==> src/rtl/alu_pkg.sv <==
// Op-code encoding and helpers shared by the ALU and the ALU sharing arbiter.
// Build option ALU_SHARE_ARB_RR_EN (round-robin ties) is consumed by alu_share_arb_grant2.
package alu_pkg;

    localparam int unsigned ALU_OP_W    = 4;
    localparam int unsigned ALU_SHAMT_W = 5;
    localparam int unsigned ALU_DATA_W  = 32;

    typedef logic [ALU_OP_W-1:0] alu_op_t;

    localparam alu_op_t ALU_ADD  = 4'd0;
    localparam alu_op_t ALU_SUB  = 4'd1;
    localparam alu_op_t ALU_SLL  = 4'd2;
    localparam alu_op_t ALU_SLT  = 4'd3;
    localparam alu_op_t ALU_SLTU = 4'd4;
    localparam alu_op_t ALU_XOR  = 4'd5;
    localparam alu_op_t ALU_SRL  = 4'd6;
    localparam alu_op_t ALU_SRA  = 4'd7;
    localparam alu_op_t ALU_OR   = 4'd8;
    localparam alu_op_t ALU_AND  = 4'd9;

    // Shift ops only consume the low ALU_SHAMT_W bits of the second operand.
    function automatic logic is_shift(input alu_op_t op);
        return (op == ALU_SLL) || (op == ALU_SRL) || (op == ALU_SRA);
    endfunction

    // Compare ops produce a single-bit result zero-extended to the data width.
    function automatic logic is_compare(input alu_op_t op);
        return (op == ALU_SLT) || (op == ALU_SLTU);
    endfunction

endpackage

==> src/rtl/alu.sv <==
// Team combinational 32-bit ALU; undefined op codes return zero.
module alu
    import alu_pkg::*;
(
    input  alu_op_t                 op,
    input  logic [ALU_DATA_W-1:0]   a,
    input  logic [ALU_DATA_W-1:0]   b,
    output logic [ALU_DATA_W-1:0]   result_c
);

    logic [ALU_SHAMT_W-1:0] shamt;
    logic                   lt_signed;
    logic                   lt_unsigned;

    assign shamt       = b[ALU_SHAMT_W-1:0];
    assign lt_signed   = $signed(a) < $signed(b);
    assign lt_unsigned = a < b;

    always_comb begin
        result_c = '0;
        case (op)
            ALU_ADD:  result_c = a + b;
            ALU_SUB:  result_c = a - b;
            ALU_SLL:  result_c = a << shamt;
            ALU_SLT:  result_c = ALU_DATA_W'(lt_signed);
            ALU_SLTU: result_c = ALU_DATA_W'(lt_unsigned);
            ALU_XOR:  result_c = a ^ b;
            ALU_SRL:  result_c = a >> shamt;
            ALU_SRA:  result_c = ALU_DATA_W'($signed(a) >>> shamt);
            ALU_OR:   result_c = a | b;
            ALU_AND:  result_c = a & b;
            default:  result_c = '0;
        endcase
    end

endmodule

==> src/rtl/alu_share_arb_grant2.sv <==
// Two-way grant: one-hot grant from eligibility. With ALU_SHARE_ARB_RR_EN defined,
// ties alternate via a last-granted pointer; otherwise port 0 always wins ties.
module alu_share_arb_grant2 (
`ifdef ALU_SHARE_ARB_RR_EN
    input  logic       clk,
    input  logic       rst,
`endif
    input  logic [1:0] elig,
    output logic [1:0] grant_c
);

`ifdef ALU_SHARE_ARB_RR_EN
    // last_port = 1 means port 1 was granted most recently, so port 0 wins the next tie.
    logic last_port;

    always_comb begin
        grant_c = elig;
        if (elig == 2'b11) begin
            grant_c = last_port ? 2'b01 : 2'b10;
        end
    end

    always_ff @(posedge clk or posedge rst) begin
        if (rst) begin
            last_port <= 1'b1;
        end else if (grant_c != 2'b00) begin
            last_port <= grant_c[1];
        end
    end
`else
    always_comb begin
        grant_c = elig;
        if (elig == 2'b11) begin
            grant_c = 2'b01;
        end
    end
`endif

endmodule

==> src/rtl/alu_share_arb.sv <==
// Time-shares one combinational ALU between two valid/ready requesters with a
// one-entry response slot per port. ALU_SHARE_ARB_RR_EN selects round-robin ties.
module alu_share_arb
    import alu_pkg::*;
#(
    parameter int unsigned TAG_W = 4
) (
    input  logic                    clk,
    input  logic                    rst,

    input  logic                    req0_valid,
    output logic                    req0_ready,
    input  logic [ALU_OP_W-1:0]     req0_op,
    input  logic [ALU_DATA_W-1:0]   req0_x,
    input  logic [ALU_DATA_W-1:0]   req0_y,
    input  logic [TAG_W-1:0]        req0_tag,

    input  logic                    req1_valid,
    output logic                    req1_ready,
    input  logic [ALU_OP_W-1:0]     req1_op,
    input  logic [ALU_DATA_W-1:0]   req1_x,
    input  logic [ALU_DATA_W-1:0]   req1_y,
    input  logic [TAG_W-1:0]        req1_tag,

    output logic                    rsp0_valid,
    input  logic                    rsp0_ready,
    output logic [ALU_DATA_W-1:0]   rsp0_data,
    output logic [TAG_W-1:0]        rsp0_tag,

    output logic                    rsp1_valid,
    input  logic                    rsp1_ready,
    output logic [ALU_DATA_W-1:0]   rsp1_data,
    output logic [TAG_W-1:0]        rsp1_tag
);

    logic [1:0]            elig;
    logic [1:0]            grant;
    logic [1:0]            rsp_rdy;
    logic [1:0]            slot_v;
    logic [ALU_DATA_W-1:0] slot_d [2];
    logic [TAG_W-1:0]      slot_t [2];

    alu_op_t               sel_op;
    logic [ALU_DATA_W-1:0] sel_x;
    logic [ALU_DATA_W-1:0] sel_y;
    logic [TAG_W-1:0]      sel_tag;
    logic [ALU_DATA_W-1:0] alu_y;
    logic [ALU_DATA_W-1:0] alu_res;

    assign rsp_rdy = {rsp1_ready, rsp0_ready};

    // A port may issue when its slot is empty or is being drained this cycle.
    assign elig[0] = !rst && req0_valid && (!slot_v[0] || rsp_rdy[0]);
    assign elig[1] = !rst && req1_valid && (!slot_v[1] || rsp_rdy[1]);

    alu_share_arb_grant2 u_grant (
`ifdef ALU_SHARE_ARB_RR_EN
        .clk     (clk),
        .rst     (rst),
`endif
        .elig    (elig),
        .grant_c (grant)
    );

    assign req0_ready = grant[0];
    assign req1_ready = grant[1];

    // Operand steering into the shared ALU; port 0 is the idle default.
    always_comb begin
        sel_op  = alu_op_t'(req0_op);
        sel_x   = req0_x;
        sel_y   = req0_y;
        sel_tag = req0_tag;
        if (grant[1]) begin
            sel_op  = alu_op_t'(req1_op);
            sel_x   = req1_x;
            sel_y   = req1_y;
            sel_tag = req1_tag;
        end
    end

    assign alu_y = is_shift(sel_op) ? ALU_DATA_W'(sel_y[ALU_SHAMT_W-1:0]) : sel_y;

    alu u_alu (
        .op       (sel_op),
        .a        (sel_x),
        .b        (alu_y),
        .result_c (alu_res)
    );

    // Response slots: a refill wins over a same-cycle drain so valid stays high.
    always_ff @(posedge clk or posedge rst) begin
        if (rst) begin
            slot_v <= 2'b00;
            for (int n = 0; n < 2; n++) begin
                slot_d[n] <= '0;
                slot_t[n] <= '0;
            end
        end else begin
            for (int n = 0; n < 2; n++) begin
                if (grant[n]) begin
                    slot_v[n] <= 1'b1;
                    slot_d[n] <= alu_res;
                    slot_t[n] <= sel_tag;
                end else if (slot_v[n] && rsp_rdy[n]) begin
                    slot_v[n] <= 1'b0;
                end
            end
        end
    end

    assign rsp0_valid = slot_v[0];
    assign rsp0_data  = slot_d[0];
    assign rsp0_tag   = slot_t[0];
    assign rsp1_valid = slot_v[1];
    assign rsp1_data  = slot_d[1];
    assign rsp1_tag   = slot_t[1];

endmodule

==> config.mk <==
export PLATFORM = sky130hd
export DESIGN_NAME = alu_share_arb
export DESIGN_NICKNAME = d
export VERILOG_FILES = /design/src/rtl/alu_pkg.sv /design/src/rtl/alu.sv /design/src/rtl/alu_share_arb_grant2.sv /design/src/rtl/alu_share_arb.sv
export SDC_FILE = /design/constraint.sdc
export NUM_CORES = 1
export LEC_CHECK = 0
export ABC_AREA = 0
export CAP_MARGIN = 15
export CORE_AREA = 4 4 181 183
export CTS_BUF_LIST = sky130_fd_sc_hd__clkbuf_2
export DETAILED_ROUTE_END_ITERATION = 8
export DIE_AREA = 0 0 185 187
export GPL_TIMING_DRIVEN = 0
export PLACE_DENSITY = 0.83
export REMOVE_ABC_BUFFERS = 1
export SLEW_MARGIN = 15
export SYNTH_ARGS = -nofsm -noshare
export SYNTH_HDL_FRONTEND = slang
export SYNTH_SLANG_ARGS = --single-unit
==> constraint.sdc <==
create_clock -name clk -period 10.4 [get_ports clk]
set_input_delay 2.6 -clock clk [delete_from_list [all_inputs] [get_ports clk]]
set_output_delay 2.6 -clock clk [all_outputs]
set_load 0.02 [all_outputs]
==> flow_summary.toml, run 1 <==
[placement]
dp_hpwl_um = 52800
dp_cells = 2561
dp_slack_ps = -344
gp_congestion = 1.04
place_area_mm2 = 0.0183
numPortBuffers = 225

[logic_synthesis]
yosys-top-cells-count = "mux2i_1 (251), nand2_1 (212), nor2_1 (163)"
synth_warnings = 0
synth_cell_types = 92
ys_seq_area_share_pct = 12.0
synth-async-reset-ratio_pct = 100
syn_inst = 2063
ys_ff_latch = 74
synth_top_area_share_pct = 16.3
syn_avg_cell_area_um2 = 7.49
ys_top_cells_by_area = "mux2i_1 (16%), dfrtp_1 (12%), ha_1 (8.1%)"
synth_top_flop_cell = "dfrtp_1"
yosysMostFrequentCell = "mux2i_1"
synth_edf_count = 0
post-synth-top-area-cell = "mux2i_1"
synth_area_mm2 = 0.0154

[pwr]
leakagePower_uw = 0.00819
ir_drop_uv = 95.4
p_per_area_mw_per_mm2 = 111

[sta]
finalHoldViolations = 0
setup_violations = 0
worst_slack_ps = 487
relSlewSlack_pct = 12.6
setup_tns_ps = 0
clock.fmax_mhz = 101
finalCritPeriodShare_pct = 95.3
final.min_clock_period_ps = 9910
fin_skew_ps = 69.7
slew_viol_final = 0
max_slew.worst_pin.slew_ps = 1310
rsz0062_at_grt = "no"
whs_ps = 508

[critical_path]
rr_endpoint = "rsp1_data[27]"
crit-reg2reg-launch = "slot_v[0]"
crit_type = "input pin to flip-flop"
start_kind = "input pin"
rr_worst_depth = 22
setup.worst_path.end = "rsp1_data[27]"
worst-r2r-setup-slack_ps = 2420
cp_max_fo = 70
crit_path_start = "rst"
required_ps = 10980
worst_ep_arrival_time_ps = 10500
critPathCaptureType = "flip-flop"

[clock_tree]
cts_tree = "yes"
cts_hold_buffers = 0
clk_path_buf_depth = 2
cts_num_sinks = 74
h-tree-depth = 3
clk_pin_slew_ps = 220
cts_buffers = 9
clk_latency_ps = 720
ctsRootBufferMaster = "clkbuf_2"

[die]
pin_count = 226
dieArea_mm2 = 0.0346
dieHeight_um = 187
die_w_um = 185
rows = 65
core_area_mm2 = 0.0312
start_util_pct = 49.5

[global_route]
track_usage_pct = 37.9
antenna_found_initial = 1
grt_pass1_wl_um = 103000
grt_pass1_vias = 17100
grt_max_degree = 71
grt.overflow.total = 0

[run]
maxCapViolCount = 0

[layout]
drive_gt1_share_pct = 10.2
stdcell_area_mm2 = 0.0185
final_cell_count_no_fill = 2579
final_nets = 2423
area_growth_syn_to_layout_pct = 19.6

[route]
viasPerCell = 6.93
routed_wl_um = 68100
vias = 17900
drc = 0
drt_pass1_iterations = 6
wl_per_cell_um = 26.4
ant_nets = 0
first_iter_violations = 2619

[run_status]
status = "finished, final reports clean"

[hold_path]
hold_class = "flip-flop to flip-flop"
-- kinds of logic (layout without fill, tap and decap cells) --
kind of cell    Yosys count  in the layout  synth area share (%)
mux                     352            352                  25.0
buf+inv                 262            375                  7.24
flops                    74             74                  12.0
simple gates            651            651                  20.0
xor+xnor                  5              5                 0.283
other cells               0              1                     0
compound gates          617            617                  27.1
fa+ha+maj               102            102                  8.36
-- how the worst min path moves through the flow --
stage,startpoint,to,depth (start not counted)
final,rsp0_data[18],rsp0_data[18],2
after global routing,rsp1_data[13],rsp1_data[13],2
after CTS,rsp0_data[1],rsp0_data[1],2
after detailed placement,rsp0_data[18],rsp0_data[18],2
after global placement,rsp1_tag[2],rsp1_tag[2],2
after floorplan,rsp0_tag[0],rsp0_tag[0],2
-- report_power, final --
| group | internal [µW] | leakage [µW] | switching (µW) | total [µW] |
|---|---|---|---|---|
| registers | 361 | 0.000924 | 41.2 | 402 |
| clock network | 105 | 0.0000923 | 124 | 230 |
| logic | 560 | 0.00717 | 855 | 1420 |
-- registers in the layout, indices dropped and copies added (netlist names) --
signal,count
rsp1_data,32
slot_v,2
rsp1_tag,4
rsp0_data,32
rsp0_tag,4
-- through the flow --
stage	power, µW	utilization, %
after global placement	1740	56.0
after floorplan	1200	-
final	2050	59.2
after global routing	2150	59.2
after CTS	2020	59.1
after detailed placement	1780	58.6
-- cell type report --
| cell class | instances | area [µm²] |
|---|---|---|
| inverters | 106 | 403 |
| clock inverters | 6 | 115 |
| multi-input cells | 1727 | 12600 |
| diodes | 1 | 2.50 |
| fillers | 2819 | 12700 |
| clock buffers | 10 | 50.0 |
| flip-flops and latches | 74 | 1850 |
| well taps | 402 | 503 |
| repair buffers | 253 | 2970 |
-- worst max-delay path, stage by stage --
cell,delay (ps)
clkdlybuf4s50_1,500
nor2b_1,290
o211ai_4,310
buf_16,280
buf_16,180
buf_16,180
buf_16,180
inv_4,260
buf_16,320
nor2_1,110
nor2_1,550
nand2_2,590
or2_2,500
ha_1,480
nor3b_1,400
nor3_1,140
o221ai_1,380
o2111ai_1,390
a2111oi_2,750
nor2b_1,140
a221o_1,420
a221oi_2,370
o21ai_1,90
-- per-layer routing --
metal | global-route usage (%) | wire length [µm] | vias up
met4 | 22.4 | 4930 | 0
met1 | 48.9 | 26300 | 8495
met2 | 59.4 | 30500 | 1252
met5 | 0 | 0 | -
met3 | 5.81 | 6430 | 237
li1 | - | - | 7893
-- placed cells by master (no fill, tap or decap), types with 10 or more instances in the layout --
cell / netlist / layout
nor3_1: 58 / 58
clkdlybuf4s50_1: 0 / 220
o21bai_1: 18 / 18
and2_1: 12 / 12
o22ai_1: 16 / 16
mux2_2: 78 / 78
o21ai_0: 114 / 114
clkbuf_2: 2 / 10
a22oi_1: 17 / 17
nand4_1: 12 / 12
nand2b_1: 27 / 27
or2_2: 34 / 34
buf_16: 0 / 23
o211ai_1: 26 / 26
o31ai_1: 14 / 13
o221ai_1: 19 / 19
ha_1: 100 / 100
o21a_1: 10 / 10
a221o_1: 10 / 10
a31oi_1: 24 / 24
nand3_1: 37 / 37
a21oi_1: 145 / 144
a211o_1: 10 / 10
mux4_2: 18 / 18
or3_1: 11 / 11
a2111oi_0: 11 / 10
nor4_1: 15 / 15
a211oi_1: 48 / 48
inv_1: 97 / 95
mux2i_1: 251 / 244
dfrtp_1: 74 / 74
nor2_1: 163 / 163
nand2_1: 212 / 210
nor2b_1: 36 / 36
a221oi_1: 21 / 21
o21ai_1: 13 / 12
a21o_1: 18 / 18
-- repair_timing --
item                       in CTS  in global routing
gates resized for setup         0                  1
setup endpoints to repair       0                  4
buffers inserted                0                  0
No activity file was read; power rests on OpenSTA's default activity.
==> run 2: changes to the inputs <==
==> constraint.sdc (replaced) <==
create_clock -name clk -period 10.4 [get_ports clk]
set_input_delay 1.56 -clock clk [delete_from_list [all_inputs] [get_ports clk]]
set_output_delay 1.56 -clock clk [all_outputs]
set_load 0.02 [all_outputs]
==> run 2 against run 1 <==
Compared with the run above:
- final cell count increased by 0.12%
- critical endpoint unchanged
- critical path depth unchanged
- clock skew about the same
==> flow_summary.toml, run 2 (synthesized netlist as in run 1, its figures left out) <==
[clock_tree]
postCtsSetupBuffers = 0
ctsRootBufferMaster = "clkbuf_2"
clk_latency_ps = 720
cts_tree = "yes"
clk_path_buf_depth = 2
clk_pin_slew_ps = 220
cts_num_sinks = 74
h-tree-depth = 3
cts_hold_buffers = 0
postCtsResizedCells = 0
cts_buffers = 9

[route]
drc = 0
viasPerCell = 6.90
first_iter_violations = 2662
routed_wl_um = 68100
vias = 17800
wl_per_cell_um = 26.4
drt_pass1_iterations = 7
ant_nets = 0

[placement]
dp_hpwl_um = 52800
gp_congestion = 1.04
numPortBuffers = 225

[sta]
relSlewSlack_pct = 12.2
finalCritPeriodShare_pct = 89.6
final.min_clock_period_ps = 9320
finalHoldViolations = 0
setup_violations = 0
setup_tns_ps = 0
fin_skew_ps = 69.8
rsz0062_at_grt = "no"
clock.fmax_mhz = 107
max_slew.worst_pin.slew_ps = 1320
slew_viol_final = 0

[global_route]
grt_pass1_vias = 17100
grt_pass1_wl_um = 103000
track_usage_pct = 37.9
antenna_found_initial = 1
grt_max_degree = 71
grt.overflow.total = 0

[pwr]
leakagePower_uw = 0.00819
cellInternalPower_uw = 1030
ir_drop_uv = 95.1
power_uw = 2050
power_frac_clock_pct = 11.3
switchingPower_uw = 1020
swShare_pct = 49.9
pwr-share-comb_pct = 69.1
p_per_area_mw_per_mm2 = 111
power_frac_seq_pct = 19.6

[die]
pin_count = 226
rows = 65
core_area_mm2 = 0.0312
dieArea_mm2 = 0.0346
start_util_pct = 49.5
die_w_um = 185
dieHeight_um = 187

[layout]
most-common-layout-cells = "mux2i_1 (244), clkdlybuf4s50_1 (220), nand2_1 (211)"
area_growth_syn_to_layout_pct = 19.7
layout_commonest_cell = "mux2i_1"
drive_gt1_share_pct = 10.2
fillers = 2818
final_nets = 2423

[critical_path]
cp_slowest_stage_delay_ps = 880
cp_max_fo = 70
crit_type = "input pin to flip-flop"
worst_ep_arrival_time_ps = 9900
slowest_stage = "nand2_1"
start_kind = "input pin"
cp_common_cell = "buf_16"
crit_chain = "clkdlybuf4s50_1, nor2b_1, o211ai_4, buf_16, buf_16, buf_16, buf_16, inv_4, buf_16, nor2_1, nor2_1, nand2_1, or2_2, ha_1, nor3b_1, nor3_1, o221ai_1, o2111ai_1, a2111oi_2, nor2b_1, a221o_1, a221oi_2, o21ai_1"
required_ps = 10980
critPathCaptureType = "flip-flop"

[run]
maxCapViolCount = 0

[hold_path]
hold_class = "flip-flop to flip-flop"

[run_status]
status = "finished, final reports clean"
run 2: cell types whose count changed in the layout (fill, tap and decap cells not counted):
cell,delta
nand2_1,+1
diode_2,+3
nand2_2,-1
run 2: layout make-up:
| type | count | area [µm²] | area share [%] |
|---|---|---|---|
| diodes | 4 | 10.0 | 0.0541 |
| clock inverters | 6 | 115 | 0.623 |
| inverters | 106 | 403 | 2.18 |
| flip-flops and latches | 74 | 1850 | 10.0 |
| clock buffers | 10 | 50.0 | 0.271 |
| multi-input cells | 1727 | 12600 | 68.1 |
| well taps | 402 | 503 | 2.72 |
| repair buffers | 253 | 2970 | 16.0 |
run 2: routing by layer:
layer  up-vias  routed length, µm  global-route usage [%]
li1       7896                  -                       -
met1      8452              26500                    48.9
met2      1246              30600                    59.4
met3       228               6180                    5.81
met4         0               4830                    22.4
met5         -                  0                       0
run 2: stage by stage:
step                      setup slack [ps]  instance area (µm²)  hold WS (ps)  std cells  util, %
final                                 1080                18500           507       2582     59.2
after global routing                   934                18500           536       2579     59.2
after CTS                             1430                18500           514       2577     59.1
after detailed placement               696                18300           469       2561     58.6
after global placement               -7380                17500           461       2534     56.0
after floorplan                      -1660                14700           589       1907        -
run 2: worst paths after layout:
kind,from,end,slack (ps),depth (start not counted)
setup / recovery,rst,rsp1_data[27],1080,23
hold / removal,rsp0_data[18],rsp0_data[18],510,2
setup reg to reg,slot_v[0],rsp1_data[27],1970,22
hold reg to reg,rsp0_data[18],rsp0_data[18],510,2
max in group asynchronous,rst,rsp0_data[4],8560,3
min in group asynchronous,rst,slot_v[1],1150,2
run 2: worst max-delay path, delay by kind of cell:
kind | cells | cell delay [ps]
adders and majority gates | 1 | 480
AOI/OAI and AO/OA | 7 | 2710
buffers and inverters | 7 | 1910
and+or+nand+nor | 8 | 3140
run 2: power groups by stage:
stage                     sequential [µW]  clock [µW]  combinational [µW]
after floorplan                       498           0                 705
after global placement                404           0                1330
after detailed placement              408           0                1370
after CTS                             403         237                1380
after global routing                  411         250                1490
final                                 402         230                1410
